$ cat src/rtl/kb_pkg.sv
// Shared PS/2 keyboard decoder definitions: scancode constants, FSM state type,
// action indices and the default two-player keymap.
package kb_pkg;

    localparam logic [7:0] SC_E0 = 8'hE0;
    localparam logic [7:0] SC_E1 = 8'hE1;
    localparam logic [7:0] SC_F0 = 8'hF0;

    localparam logic [7:0] SC_ERR0   = 8'h00;
    localparam logic [7:0] SC_BAT_OK = 8'hAA;
    localparam logic [7:0] SC_ECHO   = 8'hEE;
    localparam logic [7:0] SC_ACK    = 8'hFA;
    localparam logic [7:0] SC_BAT_FL = 8'hFC;
    localparam logic [7:0] SC_RESEND = 8'hFE;
    localparam logic [7:0] SC_ERR1   = 8'hFF;

    localparam int ACT_UP    = 0;
    localparam int ACT_DOWN  = 1;
    localparam int ACT_LEFT  = 2;
    localparam int ACT_RIGHT = 3;
    localparam int ACT_SHOOT = 4;

    typedef enum logic [2:0] {
        ST_IDLE,
        ST_EXT,
        ST_BRK,
        ST_EXT_BRK,
        ST_SKIP
    } kb_state_t;

    // Entry 0 in the LSBs; each entry is {extended, scancode}.
    localparam logic [89:0] KB_DEFAULT_KEYMAP = {
        1'b0, 8'h4C, 1'b1, 8'h74, 1'b1, 8'h6B, 1'b1, 8'h72, 1'b1, 8'h75,
        1'b0, 8'h3B, 1'b0, 8'h23, 1'b0, 8'h1C, 1'b0, 8'h1B, 1'b0, 8'h1D
    };

    // Keyboard status/response bytes that never carry key information.
    function automatic logic kb_is_ignored(input logic [7:0] c);
        return (c == SC_ERR0) || (c == SC_BAT_OK) || (c == SC_ECHO) ||
               (c == SC_ACK) || (c == SC_BAT_FL) || (c == SC_RESEND) ||
               (c == SC_ERR1);
    endfunction

endpackage

$ cat src/rtl/kb_ctrl_decoder_if.sv
// Received-byte stream from the PS/2 receiver into the keyboard decoder.
interface kb_ctrl_decoder_if;

    logic [7:0] code;
    logic       code_valid;
    logic       frame_err;

    modport master (output code, output code_valid, output frame_err);
    modport slave  (input  code, input  code_valid, input  frame_err);

endinterface

$ cat src/rtl/kb_ctrl_decoder_keymap_match.sv
// Combinational comparator: flags every keymap entry equal to a 9-bit
// {extended, scancode} key.
module kb_keymap_match #(
    parameter int               NUM_KEYS = 10,
    parameter logic [NUM_KEYS*9-1:0] KEYMAP = '0
) (
    input  logic [8:0]          key,
    output logic [NUM_KEYS-1:0] match
);

    always_comb begin
        match = '0;
        for (int i = 0; i < NUM_KEYS; i++) begin
            match[i] = (KEYMAP[9*i +: 9] == key);
        end
    end

endmodule

$ cat src/rtl/kb_ctrl_decoder.sv
// PS/2 set-2 scancode decoder producing held key state per player action.
// Optional one-cycle press strobes are built when KB_PRESS_PULSE_EN is defined.
module kb_ctrl_decoder
    import kb_pkg::*;
#(
    parameter int NUM_PLAYERS = 2,
    parameter int NUM_ACTIONS = 5,
    parameter logic [NUM_PLAYERS*NUM_ACTIONS*9-1:0] KEYMAP = KB_DEFAULT_KEYMAP,
    parameter int PAUSE_SKIP  = 7
) (
    input  logic                               clk,
    input  logic                               rst_n,
    kb_ctrl_decoder_if.slave                   kb,
    input  logic                               clear_all,
    output logic [NUM_PLAYERS*NUM_ACTIONS-1:0] keys,
    output logic                               seq_busy
`ifdef KB_PRESS_PULSE_EN
    ,
    output logic [NUM_PLAYERS*NUM_ACTIONS-1:0] press_pulse
`endif
);

    localparam int NK  = NUM_PLAYERS * NUM_ACTIONS;
    localparam int SKW = (PAUSE_SKIP < 2) ? 1 : $clog2(PAUSE_SKIP + 1);

    kb_state_t        state, state_nxt;
    logic [SKW-1:0]   skip_cnt, skip_nxt;
    logic             ev_make, ev_break;
    logic [8:0]       ev_key;
    logic [NK-1:0]    match;
    logic [NK-1:0]    keys_nxt;

    always_ff @(posedge clk) begin
        if (!rst_n) begin
            state    <= ST_IDLE;
            skip_cnt <= '0;
            seq_busy <= 1'b0;
            keys     <= '0;
        end else begin
            state    <= state_nxt;
            skip_cnt <= skip_nxt;
            seq_busy <= (state_nxt != ST_IDLE);
            keys     <= keys_nxt;
        end
    end

    always_comb begin
        state_nxt = state;
        skip_nxt  = skip_cnt;
        if (kb.code_valid) begin
            case (state)
                ST_IDLE: begin
                    if (kb.code == SC_E0) begin
                        state_nxt = ST_EXT;
                    end else if (kb.code == SC_F0) begin
                        state_nxt = ST_BRK;
                    end else if (kb.code == SC_E1) begin
                        state_nxt = ST_SKIP;
                        skip_nxt  = SKW'(PAUSE_SKIP);
                    end
                end
                ST_EXT: begin
                    if (kb.code == SC_F0) begin
                        state_nxt = ST_EXT_BRK;
                    end else if (kb.code != SC_E0 && kb.code != SC_E1) begin
                        state_nxt = ST_IDLE;
                    end
                end
                ST_BRK, ST_EXT_BRK: state_nxt = ST_IDLE;
                ST_SKIP: begin
                    // The pause sequence is a fixed-length blob; count it out.
                    if (skip_cnt <= SKW'(1)) begin
                        state_nxt = ST_IDLE;
                        skip_nxt  = '0;
                    end else begin
                        skip_nxt = skip_cnt - SKW'(1);
                    end
                end
                default: state_nxt = ST_IDLE;
            endcase
        end
        if (kb.frame_err || clear_all) begin
            state_nxt = ST_IDLE;
            skip_nxt  = '0;
        end
    end

    always_comb begin
        ev_make  = 1'b0;
        ev_break = 1'b0;
        ev_key   = {1'b0, kb.code};
        if (kb.code_valid && !kb.frame_err && !clear_all) begin
            case (state)
                ST_IDLE: begin
                    ev_make = (kb.code != SC_E0) && (kb.code != SC_F0) &&
                              (kb.code != SC_E1) && !kb_is_ignored(kb.code);
                end
                ST_EXT: begin
                    ev_make = (kb.code != SC_E0) && (kb.code != SC_F0) &&
                              (kb.code != SC_E1);
                    ev_key  = {1'b1, kb.code};
                end
                ST_BRK:     ev_break = 1'b1;
                ST_EXT_BRK: begin
                    ev_break = 1'b1;
                    ev_key   = {1'b1, kb.code};
                end
                default: ;
            endcase
        end
    end

    kb_keymap_match #(
        .NUM_KEYS (NK),
        .KEYMAP   (KEYMAP)
    ) u_match (
        .key   (ev_key),
        .match (match)
    );

    always_comb begin
        keys_nxt = keys;
        if (ev_make) begin
            keys_nxt = keys | match;
        end else if (ev_break) begin
            keys_nxt = keys & ~match;
        end
        if (clear_all) begin
            keys_nxt = '0;
        end
    end

`ifdef KB_PRESS_PULSE_EN
    // Rising edges only, so typematic repeats of a held key stay silent.
    always_ff @(posedge clk) begin
        if (!rst_n) begin
            press_pulse <= '0;
        end else begin
            press_pulse <= keys_nxt & ~keys;
        end
    end
`endif

endmodule

$ cat src/flat_wrapper.sv
// flat-port wrapper written by rule: the top's interface ports become plain ports
module kb_ctrl_decoder_flat import kb_pkg::*;
#(
    parameter int NUM_PLAYERS = 2,
    parameter int NUM_ACTIONS = 5,
    parameter logic [NUM_PLAYERS*NUM_ACTIONS*9-1:0] KEYMAP = KB_DEFAULT_KEYMAP,
    parameter int PAUSE_SKIP  = 7
)
  (clk, rst_n, clear_all, keys, seq_busy, kb_code, kb_code_valid, kb_frame_err);
  kb_ctrl_decoder_if kb_i ();
  input  logic clk;
  input  logic rst_n;
  input  logic clear_all;
  output logic [NUM_PLAYERS*NUM_ACTIONS-1:0] keys;
  output logic seq_busy;
  input wire logic [$bits(kb_i.code)-1:0] kb_code;
  input wire logic [$bits(kb_i.code_valid)-1:0] kb_code_valid;
  input wire logic [$bits(kb_i.frame_err)-1:0] kb_frame_err;
  assign kb_i.code = kb_code;
  assign kb_i.code_valid = kb_code_valid;
  assign kb_i.frame_err = kb_frame_err;
  kb_ctrl_decoder #(.NUM_PLAYERS(NUM_PLAYERS), .NUM_ACTIONS(NUM_ACTIONS), .KEYMAP(KEYMAP), .PAUSE_SKIP(PAUSE_SKIP)) u_core (.clk(clk), .rst_n(rst_n), .kb(kb_i), .clear_all(clear_all), .keys(keys), .seq_busy(seq_busy));
endmodule
$ cat config.mk
export PLATFORM = sky130hd
export DESIGN_NAME = kb_ctrl_decoder_flat
export DESIGN_NICKNAME = d
export VERILOG_FILES = /design/src/rtl/kb_pkg.sv /design/src/rtl/kb_ctrl_decoder_if.sv /design/src/rtl/kb_ctrl_decoder_keymap_match.sv /design/src/rtl/kb_ctrl_decoder.sv /design/src/flat_wrapper.sv
export SDC_FILE = /design/constraint.sdc
export NUM_CORES = 1
export LEC_CHECK = 0
export ABC_AREA = 0
export BUFFER_PORTS_ARGS = -buffer_cell sky130_fd_sc_hd__clkbuf_2
export CELL_PAD_IN_SITES_DETAIL_PLACEMENT = 1
export CELL_PAD_IN_SITES_GLOBAL_PLACEMENT = 2
export CORE_MARGIN = 4
export CORE_UTILIZATION = 31
export CTS_CLUSTER_SIZE = 14
export DETAILED_ROUTE_END_ITERATION = 12
export PLACE_DENSITY_LB_ADDON = 0.2
export SLEW_MARGIN = 0
export SYNTH_ARGS = -nofsm -noshare
export SYNTH_HDL_FRONTEND = slang
export SYNTH_HIERARCHICAL = 1
export SYNTH_SLANG_ARGS = --single-unit
$ cat constraint.sdc
create_clock -name clk -period 2.2 [get_ports clk]
set_input_delay 0.44 -clock clk [delete_from_list [all_inputs] [get_ports clk]]
set_output_delay 0.44 -clock clk [all_outputs]
set_load 0.005 [all_outputs]
==> metrics.md <==
| Metric | Value |
|---|---|
| Status | `completed` |
| H-tree levels | `1` |
| GPL Wtd Cong | `0.805` |
| First-pass GRT wire length | `5210 µm` |
| Maximum root-to-sink buffer count | `2` |
| PwrDens | `413 mW/mm²` |
| Hold endpoint | `u_core/state[1]$_SDFF_PN0_` |
| Pwr Total | `559 µW` |
| Yosys warns | `6` |
| Overall routed net length | `2990 µm` |
| R2R Setup Slk | `approximately 0.2 ns` |
| Static leakage | `between 0.5 and 0.6 nW` |
| Share of cells above drive strength 1 | `29.8%` |
| Row cnt | `21` |
| Post-synth EDFFs | `0` |
| Post-CTS Setup Bufs | `0` |
| Overall die area | `between 0.004 and 0.005 mm²` |
| Sequential area share after synthesis | `31.2%` |
| Worst hold path depth | `2` |
| Critical Path Max Stage Delay | `0.59 ns` |
| Die Ht | `approximately 67 µm` |
| FFs w/ async S/R, synth | `0%` |
| # resized after CTS | `0` |
| I/O pin count | `24` |
| Worst min path class | `in2reg` |
| Drt wl/cell | `between 10 and 15 µm` |
| Sequential share of power | `a little under three fifths` |
| Clock tree from TritonCTS | `yes` |
| Num CTS Buffers | `3` |
| Synthesized flop and latch total | `17` |
| CTS clk-pin slew, worst paths | `0.11 ns` |
| Core Area | `0.00336 mm²` |
| Fillers | `433` |
| Hold buffer count at cts | `0` |
| Final HPWL DP | `2380 µm` |
| Hold Fails Final Rpt | `0` |
| Final setup fails | `0` |
| Total gr overflow | `0` |
| Switching pwr | `approximately 150 µW` |
| Reg2Reg Depth | `6` |
| Mapped Avg Cell Area | `~8.6 µm²` |
| Routed via count | `1,125` |
| Top cell type by total area after synthesis | `dfxtp_1` |
| Skew-Pair Late Insertion Delay | `0.29 ns` |
| Relative slew slack | `a little over two fifths` |
| Antenna Cells | `0` |
| Final net count | `approximately 180` |
| Crit path capture type | `flip-flop` |
| Vias/cell | `5.43` |
| CP required | `2.39 ns` |
| P_int | `a little over 400 µW` |
| Pre-antenna DRT Iters | `4` |
| CTS Root Cell | `clkbuf_4` |
| Synth top cells by count | `nand2_1 (19), dfxtp_1 (17), a32o_1 (10)` |
| Crit path launch type | `flip-flop` |
| CP arrival | `2.19 ns` |
| CTS Sinks | `17` |
| Critical-path maximum fanout | `5` |
| Max-cap violation count | `0` |
| VDD IR max | `0.254 mV` |
| Count leader, synth | `nand2_1` |
| Vias in the first global route | `1,125` |
| Clock power share | `about 31%` |
| Unrepaired setup endpoints after global routing | `no` |
| Die Wd | `roughly 67 µm` |
| Synth top area cells | `dfxtp_1 (31%), a32o_1 (9.2%), nand2_1 (6.5%), nor4_1 (3.4%), nor3_1 (3.2%)` |
| Remaining antenna violation count | `0` |
| Reg area | `approximately 340 µm²` |
| Initial core utilization | `32.4%` |
| Starting DRT DRC Count | `18` |
| Post-Synthesis Cells | `127` |
| Pin count of the biggest net entering global routing | `13` |
| Post-Syn Nets | `142` |
| Area of the multi-input gates | `723 µm²` |
| Net Sw Frac | `27.1%` |
| All-Layer GR Usage | `15.0%` |
| Share of the synthesized area in the top cell type | `between 30% and 40%` |
| Min-Delay Startpoint | `rst_n` |
| Mapped Area | `around 0.0011 mm²` |
| Max Clock Freq | `0.500 GHz` |
| Cell variety after synth | `44` |
| DRC viols | `0` |
| Setup Crit Path Kind | `reg2reg` |
| Commonest register cell after synthesis | `dfxtp_1` |
| Worst Max-Slew Pin Slew | `0.862 ns` |
| Crit path time final | `2.00 ns` |
| Combinational share of power | `14.3%` |
| Initial antenna violation count | `0` |
| Final Max Tran Viols | `0` |
| P&R area growth vs syn | `24.2%` |
| Port buffer count | `23` |
| Max Clock Skew | `between 0.003 and 0.004 ns` |
| CP cell instances | `nor3_1 > and3_1 > or4b_4 > nor4_2 > nand2_1 > a32o_1` |
| Crit-path slowest cell | `or4b_4` |
| Reg-to-Reg Start | `u_core/state[2]$_SDFF_PN0_` |
| Final period util | `roughly nine tenths` |
| Post-Route Setup TNS | `0 ns` |
worst max path at each step:
stage | from | to | slack, ns | cells past startpoint
detailed placement | clear_all | flip-flop | -0.05 | 7
finish | u_core/state[2]$_SDFF_PN0_ | flip-flop | 0.20 | 6
global placement | clear_all | flip-flop | 0.04 | 7
floorplan | kb_code_valid | flip-flop | 0.12 | 6
CTS | u_core/state[2]$_SDFF_PN0_ | flip-flop | 0.19 | 6
global route | u_core/state[2]$_SDFF_PN0_ | flip-flop | 0.06 | 6
placed cells by master, fill, tap and decap left out, types with 2 or more instances in the layout:
master    netlist  layout
nand3b_1        3       3
ha_1            2       2
nand2_1        19      19
a32o_1         10      10
nor2_1          4       4
and3_1          3       3
clkbuf_2        0      23
o22ai_1         2       2
or3_1           2       2
nor4_1          6       6
buf_4           0      10
or4b_4          2       2
nand4b_1        2       2
o21ai_0         4       4
nor3_1          7       7
nand2b_1        4       4
o21ba_2         2       2
nor2b_1         4       4
nor3b_1         2       2
dfxtp_1        17      17
clkbuf_4        0       3
inv_1           4       4
a21oi_1         3       3
power groups by stage:
| stage | clock [mW] | sequential (mW) | combinational (mW) |
|---|---|---|---|
| 2_1_floorplan | 0 | 0.315 | 0.0353 |
| 3_3_place_gp | 0 | 0.315 | 0.0782 |
| 3_5_place_dp | 0 | 0.315 | 0.0802 |
| 4_1_cts | 0.183 | 0.308 | 0.0806 |
| 5_1_grt | 0.200 | 0.308 | 0.0886 |
| 6_report | 0.172 | 0.308 | 0.0798 |
critical path: cells and delay by family (launching register included):
kind / cells / cell delay (ns)
AND/OR/NAND/NOR: 5 / 1.29
flip-flops: 1 / 0.34
AO/OA/AOI/OAI: 1 / 0.26
per-stage QoR:
stage / utilization, % / hold WS [ns] / std cells / setup WS [ns] / cell area [µm²]
5_1_grt: 40.3 / 0.428 / 207 / 0.0639 / 1350
3_5_place_dp: 39.4 / 0.489 / 203 / -0.0520 / 1330
3_3_place_gp: 39.4 / 0.479 / 203 / 0.0362 / 1330
2_1_floorplan: - / 0.476 / 127 / 0.115 / 1090
6_report: 40.3 / 0.433 / 207 / 0.201 / 1350
4_1_cts: 40.3 / 0.427 / 207 / 0.193 / 1350
cell type report:
class                           count  area share [%]
Tap cell                           46            4.25
Sequential cell                    17            25.1
Clock buffer                        3            1.66
Timing Repair Buffer               33            14.0
Multi-Input combinational cell    103            53.4
Inverter                            4            1.11
Clock inverter                      1           0.370
metal layers:
layer / routed length [µm] / GRT usage, % / vias to the layer above / part of all wire [%]
li1: - / - / 564 / -
met1: 1280 / 16.9 / 535 / 43
met2: 1580 / 27.6 / 24 / 53
met3: 121 / 3.83 / 2 / 4.0
met4: 14 / 4.05 / 0 / 0.47
met5: 0 / 0 / - / 0
cells by family after synthesis:
family / share of synthesized area [%]
AOI/OAI and AO/OA: 23.4
adders and majority gates: 2.30
buffers and inverters: 2.41
DFF: 31.2
and+or+nand+nor: 40.6
(Power assumes the default switching activity.)
